[config.mk]
export PLATFORM = sky130hd
export DESIGN_NAME = freq_gen_dds
export DESIGN_NICKNAME = d
export VERILOG_FILES = /design/src/rtl/freq_gen_dds.sv
export SDC_FILE = /design/constraint.sdc
export NUM_CORES = 1
export LEC_CHECK = 0
export CORE_MARGIN = 2
export CORE_UTILIZATION = 50
export DETAILED_ROUTE_END_ITERATION = 6
export PLACE_DENSITY = 0.78
export SKIP_LAST_GASP = 1
export SLEW_MARGIN = 15
export SYNTH_ARGS = -nofsm -noshare
export SYNTH_HDL_FRONTEND = slang
export SYNTH_SLANG_ARGS = --single-unit
[constraint.sdc]
create_clock -name clk -period 2.8 [get_ports clk]
set_input_delay 0.84 -clock clk [delete_from_list [all_inputs] [get_ports clk]]
set_output_delay 0.84 -clock clk [all_outputs]
set_load 0.02 [all_outputs]
[src/rtl/freq_gen_dds.sv]
// freq_gen_dds: phase-accumulator square-wave generator with a sequential Hz-to-tuning-word divider.
// Optional DUTY_CTRL_EN adds an 8-bit duty input controlling clk_out high time.
module freq_gen_dds #(
   parameter int unsigned CLK_HZ = 100_000_000,
   parameter int          ACC_W  = 32,
   parameter int          FRE_W  = 32
) (
   input  logic             clk,
   input  logic             rst_n,
   input  logic [FRE_W-1:0] fre_in,
   input  logic             fre_valid,
   output logic             fre_ready,
   output logic             clk_out,
   output logic [FRE_W-1:0] fre_cur,
   output logic             sat
`ifdef DUTY_CTRL_EN
   ,
   input  logic [7:0]       duty
`endif
);

   localparam int R_W = $clog2(CLK_HZ) + 1;
   localparam int C_W = $clog2(ACC_W + 1);
   localparam logic [FRE_W-1:0] F_MAX = FRE_W'(CLK_HZ / 2);
   localparam logic [R_W:0] C_R = (R_W + 1)'(CLK_HZ);
   localparam logic [C_W-1:0] LAST = C_W'(ACC_W - 1);

   typedef enum logic [1:0] {
      IDLE,
      CALC,
      PEND
   } state_t;

   state_t           state;
   logic [ACC_W-1:0] acc;
   logic [ACC_W-1:0] tw;
   logic [ACC_W-1:0] tw_next;
   logic [FRE_W-1:0] f;
   logic [R_W-1:0]   r;
   logic [C_W-1:0]   cnt;
   logic             wrap_seen;

   logic [ACC_W:0]   sum;
   logic             carry;
   logic [R_W:0]     r2;
   logic             r_ge;
   logic             sat_req;
   logic [FRE_W-1:0] f_sat;

   assign sum     = {1'b0, acc} + {1'b0, tw};
   assign carry   = sum[ACC_W];
   assign r2      = {r, 1'b0};
   assign r_ge    = (r2 >= C_R);
   assign sat_req = (fre_in > F_MAX);
   assign f_sat   = sat_req ? F_MAX : fre_in;

   // Request handshake, restoring divider and wrap-aligned tuning word swap
   always_ff @(posedge clk or negedge rst_n) begin
      if (!rst_n) begin
         state     <= IDLE;
         fre_ready <= 1'b1;
         sat       <= 1'b0;
         f         <= '0;
         r         <= '0;
         cnt       <= '0;
         tw_next   <= '0;
         tw        <= '0;
         fre_cur   <= '0;
         wrap_seen <= 1'b0;
      end else begin
         unique case (state)
            IDLE: begin
               if (fre_valid && fre_ready) begin
                  f         <= f_sat;
                  sat       <= sat_req;
                  r         <= R_W'(f_sat);
                  cnt       <= '0;
                  tw_next   <= '0;
                  fre_ready <= 1'b0;
                  state     <= CALC;
               end
            end
            CALC: begin
               r       <= r_ge ? R_W'(r2 - C_R) : R_W'(r2);
               tw_next <= {tw_next[ACC_W-2:0], r_ge};
               cnt     <= cnt + 1'b1;
               if (cnt == LAST) begin
                  wrap_seen <= 1'b0;
                  state     <= PEND;
               end
            end
            PEND: begin
               if ((tw == '0) || wrap_seen) begin
                  tw        <= tw_next;
                  fre_cur   <= f;
                  fre_ready <= 1'b1;
                  wrap_seen <= 1'b0;
                  state     <= IDLE;
               end else if (carry) begin
                  wrap_seen <= 1'b1;
               end
            end
            default: begin
               state     <= IDLE;
               fre_ready <= 1'b1;
            end
         endcase
      end
   end

   // Free-running phase accumulator and registered square-wave output
   always_ff @(posedge clk or negedge rst_n) begin
      if (!rst_n) begin
         acc     <= '0;
         clk_out <= 1'b0;
      end else begin
         acc <= sum[ACC_W-1:0];
`ifdef DUTY_CTRL_EN
         clk_out <= (acc[ACC_W-1 -: 8] < duty);
`else
         clk_out <= acc[ACC_W-1];
`endif
      end
   end

endmodule
==> metrics, run 1 <==
status completed; Cell variety after synth 70; WP depth 9; io pins 70; Critical Path Source acc[0]$_DFF_PN0_; Worst setup EP type register; flop2flop setup slack 0.06 ns; die height 143 um; Final Hold Viols 0; Placer Congestion ~0.87; input/output buffers between 60 and 70; Max rail drop VDD a little over 0.4 mV; cell count after synthesis between 900 and 1k; DP Cell Count ~1.3k; area delta synth->final 20.8%; Final ANT Viol Nets 0; CTS tree done; commonest non-fill, non-tap cell in the layout dfrtp_1; P_sw between 2 and 2.5 mW; Final nets 1104; Iter 0 DRT Violations 530; leakage power 5.11 nW; share of flip-flops with an asynchronous set or reset 100%; RSZ-0062 raised after global routing yes; post-synth top area share between 50% and 60%; Period minus WS final 2.74 ns; synth warn 0; fin crit share ~98%; DR vias ~7.4k; Worst setup SP type register; critical path arrival between 3 and 4 ns; Gate power share approximately 16%; H-tree depth 4; drt via density approximately 5.7; Hold Crit Class in2async; final setup violation count 0; Finished Layout Cells 1307; Slowest-stage cell, CP fa_2; sequential power share approximately half; Setup CP Type reg2reg; main flop type after synthesis dfrtp_1; Post-Syn Area 9680 um^2; Pre-antenna DRT Iters 5; Sw Ratio between 30% and 40%; area of the multi-input gates approximately 4500 um^2; FF+latch area approximately 5000 um^2; CTS root buf clkbuf_16; antenna violations before repair 0; most frequent cells in the layout dfrtp_1 (199), nand2_1 (151), o21ai_0 (81); Final Power between 7 and 8 mW; Seq/Total Area, Yosys about half; maximum fanout along the worst path 3; CP cell instances ha_1 -> fa_2 -> a211oi_4 -> o211ai_2 -> a221oi_4 -> a31oi_4 -> a21oi_4 -> o311ai_1 -> o41a_1; worst slew pin tran between 0.6 and 0.7 ns; max frequency ~360 MHz; clock group share of total power a little over a third; pwr dens approximately 620 nW/um^2; Initial Util between 50% and 60%; CTS clk-pin slew, worst paths 0.08 ns; syn nets around 1k; max cap viols 0; first-pass GRT wire length 36300 um; Avg Cell Area, Syn about 10 um^2; number of global-route vias before repair roughly 7.3k; largest net degree at the start of global routing about 60; cell taking the most area after synthesis dfrtp_1; buffers and inverters on the worst path 0; filler cell count roughly 1.5k; total routed wirelength about 22000 um; largest cells by area after synthesis dfrtp_1 (51%), mux2_2 (7.6%), nand2_1 (5.9%), ha_1 (4.4%), o21ai_0 (4.2%); post-route cell area roughly 12000 um^2; Max Slew Vio Count 0; DRC 0; GRT overflow 0; share of cells above drive strength 1 17.1%; worst reg2reg path depth 9; Die ar. between 20000 and 25000 um^2; die width 143 um; gr usage total between 20 and 25%; Core Region about 19000 um^2; clk sinks 200; clock buffer depth 2; skew final roughly 0.012 ns; detailed placement HPWL 15100 um; worst endpoint required time between 3 and 4 ns; critical path's largest stage delay roughly 0.38 ns; placed instance area between 10000 and 15000 um^2; Site Rows 50; ant diodes 0; CP delay by family, top compound AO/OA/AOI/OAI gates; Int Pwr between 5 and 6 mW; RR Startpoint acc[0]$_DFF_PN0_; register bit total from synthesis 200; Inserted Clock Buffers 17; clock latency on the worst-skew pair roughly 0.44 ns; CP endpoint wrap_seen$_DFFE_PN0P_; Reg-to-Reg End wrap_seen$_DFFE_PN0P_; Rel. slew slack between 50 and 60%; Routed WL per cell roughly 17 um; Post-synth EDFFs 0
## per-stage QoR
stage	setup TNS, ns	worst slack [ns]	hold WS [ns]	utilization (%)
floorplan	0	0.223	0.360	-
global placement	-6.00	-0.199	0.396	58.6
detailed placement	-10.53	-0.295	0.394	58.6
CTS	0	0.00393	0.393	62.0
global route	-0.104	-0.0606	0.413	62.1
finish	0	0.0577	0.364	62.1
## how the worst min path moves through the flow
stage                 startpoint                end  slack, ns  cells after the start
2_1_floorplan  acc[31]$_DFF_PN0_  clk_out$_DFF_PN0_       0.36                      0
3_3_place_gp   acc[31]$_DFF_PN0_  clk_out$_DFF_PN0_       0.40                      0
3_5_place_dp   acc[31]$_DFF_PN0_  clk_out$_DFF_PN0_       0.39                      0
4_1_cts                    rst_n  acc[24]$_DFF_PN0_       0.39                      1
5_1_grt                    rst_n  acc[26]$_DFF_PN0_       0.41                      1
6_report                   rst_n  acc[24]$_DFF_PN0_       0.36                      1
## cells in the mapped netlist (all sizes together) (3+ instances only)
| library cell | count |
|---|---|
| nand3b | 4 |
| and4b | 3 |
| mux2 | 65 |
| a211oi | 6 |
| and2 | 6 |
| and3 | 4 |
| o21ai | 90 |
| a31oi | 7 |
| nand2b | 6 |
| dfrtp | 199 |
| nand4 | 10 |
| o32ai | 4 |
| a21oi | 41 |
| o31ai | 4 |
| nand3 | 15 |
| nor3b | 3 |
| xnor2 | 22 |
| ha | 34 |
| nand2 | 151 |
| clkbuf | 35 |
| or2 | 9 |
| o22ai | 5 |
| xor2 | 20 |
| o21a | 3 |
| nor2b | 5 |
| a21o | 19 |
| buf | 12 |
| inv | 9 |
| or3 | 5 |
| a22oi | 11 |
| o211ai | 6 |
| nor4 | 12 |
| nor2 | 46 |
| a221oi | 3 |
| nor3 | 25 |
| o21bai | 7 |
## repair_timing
action | 4_1_cts | 5_1_grt
gates resized for setup | 0 | 3
cloned | 0 | 0
hold buffers | 0 | 0
pin swaps | 1 | 4
setup buffers | 0 | 1
setup endpoints to repair | 1 | 10
## power by group through the flow
| stage | sequential [mW] | combinational, mW | clock (mW) |
|---|---|---|---|
| 3_5_place_dp | 3.58 | 1.17 | 0 |
| 3_3_place_gp | 3.57 | 1.13 | 0 |
| 6_report | 3.54 | 1.19 | 2.55 |
| 4_1_cts | 3.53 | 1.18 | 2.59 |
| 5_1_grt | 3.59 | 1.34 | 2.71 |
| 2_1_floorplan | 3.49 | 0.834 | 0 |
## registers in the layout, indices dropped and copies added, names as in the netlist, 2 cells and up
signal   flops
tw          32
f           32
tw_next     32
state        2
r           28
acc         32
cnt          6
fre_cur     32
## layout make-up
type / instances / area share, %
clock inverters: 15 / 1.79
repair buffers: 129 / 10.4
well taps: 260 / 2.78
inverters: 9 / 0.289
multi-input cells: 677 / 38.3
flip-flops and latches: 200 / 42.8
clock buffers: 17 / 3.64
## cell families after synthesis
logic type	after synthesis	synth area share (%)
xor gates and xnor gates	42	3.80
AOI/OAI and AO/OA	223	14.9
DFF	200	51.7
adders and majority gates	35	4.60
buffers and inverters	56	2.34
muxes	66	7.67
and+or+nand+nor	311	15.0
## layer usage
metal	GRT usage (%)	up-vias	part of all wire, %
li1	-	3530	-
met1	30.8	3690	46
met2	36.4	161	49
met3	3.22	31	3.1
met4	6.20	0	1.6
met5	0	-	0
Note: power is estimated with default switching activity, not from simulation.
==> run 2, diff against run 1 <==
CORE_UTILIZATION = 55   (was 50)
PLACE_DENSITY = 0.83   (was 0.78)
==> run 2 against run 1 <==
Sequential cell count did not move; design area about the same; worst hold slack worse by 0.10 ns; sequential power barely moved; critical endpoint unchanged; setup slack got worse by 0.033 ns; first-iteration DRC count is 23% higher; highest routed layer unchanged; register-to-register slack worse by 0.03 ns; clock-buffer cell count rose by 1; clock power decreased by 2%; clock skew fell by 0.0041 ns; critical path depth unchanged.
==> metrics, run 2 (synthesis gave the netlist of run 1 again) <==
area delta synth->final 20.9%; most frequent cells in the layout dfrtp_1 (199), nand2_1 (151), o21ai_0 (81); CP cell instances ha_4 -> fa_2 -> a211oi_4 -> o211ai_2 -> a221oi_4 -> a31oi_4 -> a21oi_4 -> o311ai_4 -> o41a_1; Iter 0 DRT Violations 651; first-pass GRT wire length ~36000 um; Period minus WS final 2.78 ns; antenna violations before repair 0; RSZ-0062 raised after global routing yes; Critical Path Source tw[0]$_DFFE_PN0P_; commonest non-fill, non-tap cell in the layout dfrtp_1; critical path arrival approximately 3 ns; Placer Congestion 0.900; Initial Util approximately 56%; skew final between 0.007 and 0.008 ns; pwr dens 622 nW/um^2; final core utilization 67.9%; Inserted Clock Buffers 17; clock buffer depth 2; CP delay by family, top compound AO/OA/AOI/OAI gates; gr usage total roughly 24%; Site Rows 48; DP Cell Count 1239; Final ANT Viol Nets 0; filler cell count 1236; RR Startpoint tw[0]$_DFFE_PN0P_; largest net degree at the start of global routing 86; die width 137 um; Rel. slew slack 38.1%; die height 137 um; Hold Crit Class in2async; buffers and inverters on the worst path 0; CTS clk-pin slew, worst paths ~0.070 ns; Die ar. around 19000 um^2; max cap viols 0; Max rail drop VDD between 0.5 and 0.6 mV; H-tree depth 4; drt via density about 6; Final Hold Viols 0; Max Slew Vio Count 0; Setup CP Type reg2reg; Final WS setup 0.0246 ns; DR vias between 7k and 8k; DRC 0; leakage power a little over 5 nW; detailed placement HPWL 15100 um; Core Region between 15000 and 20000 um^2; GRT overflow 0; clock latency on the worst-skew pair between 0.4 and 0.5 ns; Pre-antenna DRT Iters 5; clk sinks 200; final hold slack between 0.2 and 0.3 ns; ant diodes 0; setup TNS 0 ns; status completed; worst slew pin tran about 0.93 ns; Finished Layout Cells 1275; final setup violation count 0; flop2flop setup slack 0.02 ns; input/output buffers 69; CTS tree done; placed instance area 11000 um^2; Final Power 7.27 mW; total routed wirelength about 22000 um; Worst setup SP type register; worst endpoint required time about 3.1 ns; Routed WL per cell 17.3 um; maximum fanout along the worst path 3; post-place setup slack -0.320 ns; io pins 70; Worst setup EP type register; Slowest-stage cell, CP fa_2; share of cells above drive strength 1 about 18%; Final nets between 1k and 1.5k; post-route cell area around 12000 um^2; CTS root buf clkbuf_16; critical path's largest stage delay approximately 0.42 ns; fin crit share roughly 99%; max frequency around 360 MHz; hold buffer count at cts 0; number of global-route vias before repair 7448
==> run 2: worst reg2reg max path, stage by stage (launching register included) <==
cell,delay [ns]
dfrtp_1,0.41
ha_4,0.18
fa_2,0.42
a211oi_4,0.26
o211ai_2,0.15
a221oi_4,0.39
a31oi_4,0.16
a21oi_4,0.23
o311ai_4,0.13
o41a_1,0.33
==> run 2: what timing repair did <==
item / CTS / global route
endpoints found under the setup margin: 2 / 5
gates resized for setup: 2 / 6
pin swaps: 2 / 9
buffers inserted: 0 / 4
==> run 2: power breakdown <==
group	leakage, nW	switching (mW)	internal (mW)
registers	2.48	0.344	3.20
logic	2.39	0.669	0.547
clock network	0.285	1.15	1.37
total	5.16	2.16	5.12
==> run 2: final timing paths <==
kind,cells past startpoint,to
max,9,wrap_seen$_DFFE_PN0P_
min,1,acc[24]$_DFF_PN0_
min reg2reg,0,clk_out$_DFF_PN0_
max in group asynchronous,2,tw[1]$_DFFE_PN0P_
min in group clk,0,clk_out$_DFF_PN0_
max reg2reg,9,wrap_seen$_DFFE_PN0P_
==> run 2: cell type report <==
class / instances / area [um^2] / share of cell area, %
multi-input combinational: 677 / 4510 / 38.5
timing repair buffer: 132 / 1270 / 10.8
inverter: 9 / 33.8 / 0.289
sequential: 200 / 5010 / 42.8
tap: 225 / 282 / 2.41
clock buffer: 18 / 439 / 3.75
clock inverter: 14 / 168 / 1.43
==> run 2: routing by layer <==
metal	part of all wire [%]	global-route usage, %	wire, um	vias up
met3	4.1	5.07	914	45
met1	44	33.0	9700	3779
li1	-	-	-	3537
met4	2.5	8.74	556	0
met2	49	39.3	10900	181
met5	0	0	0	-
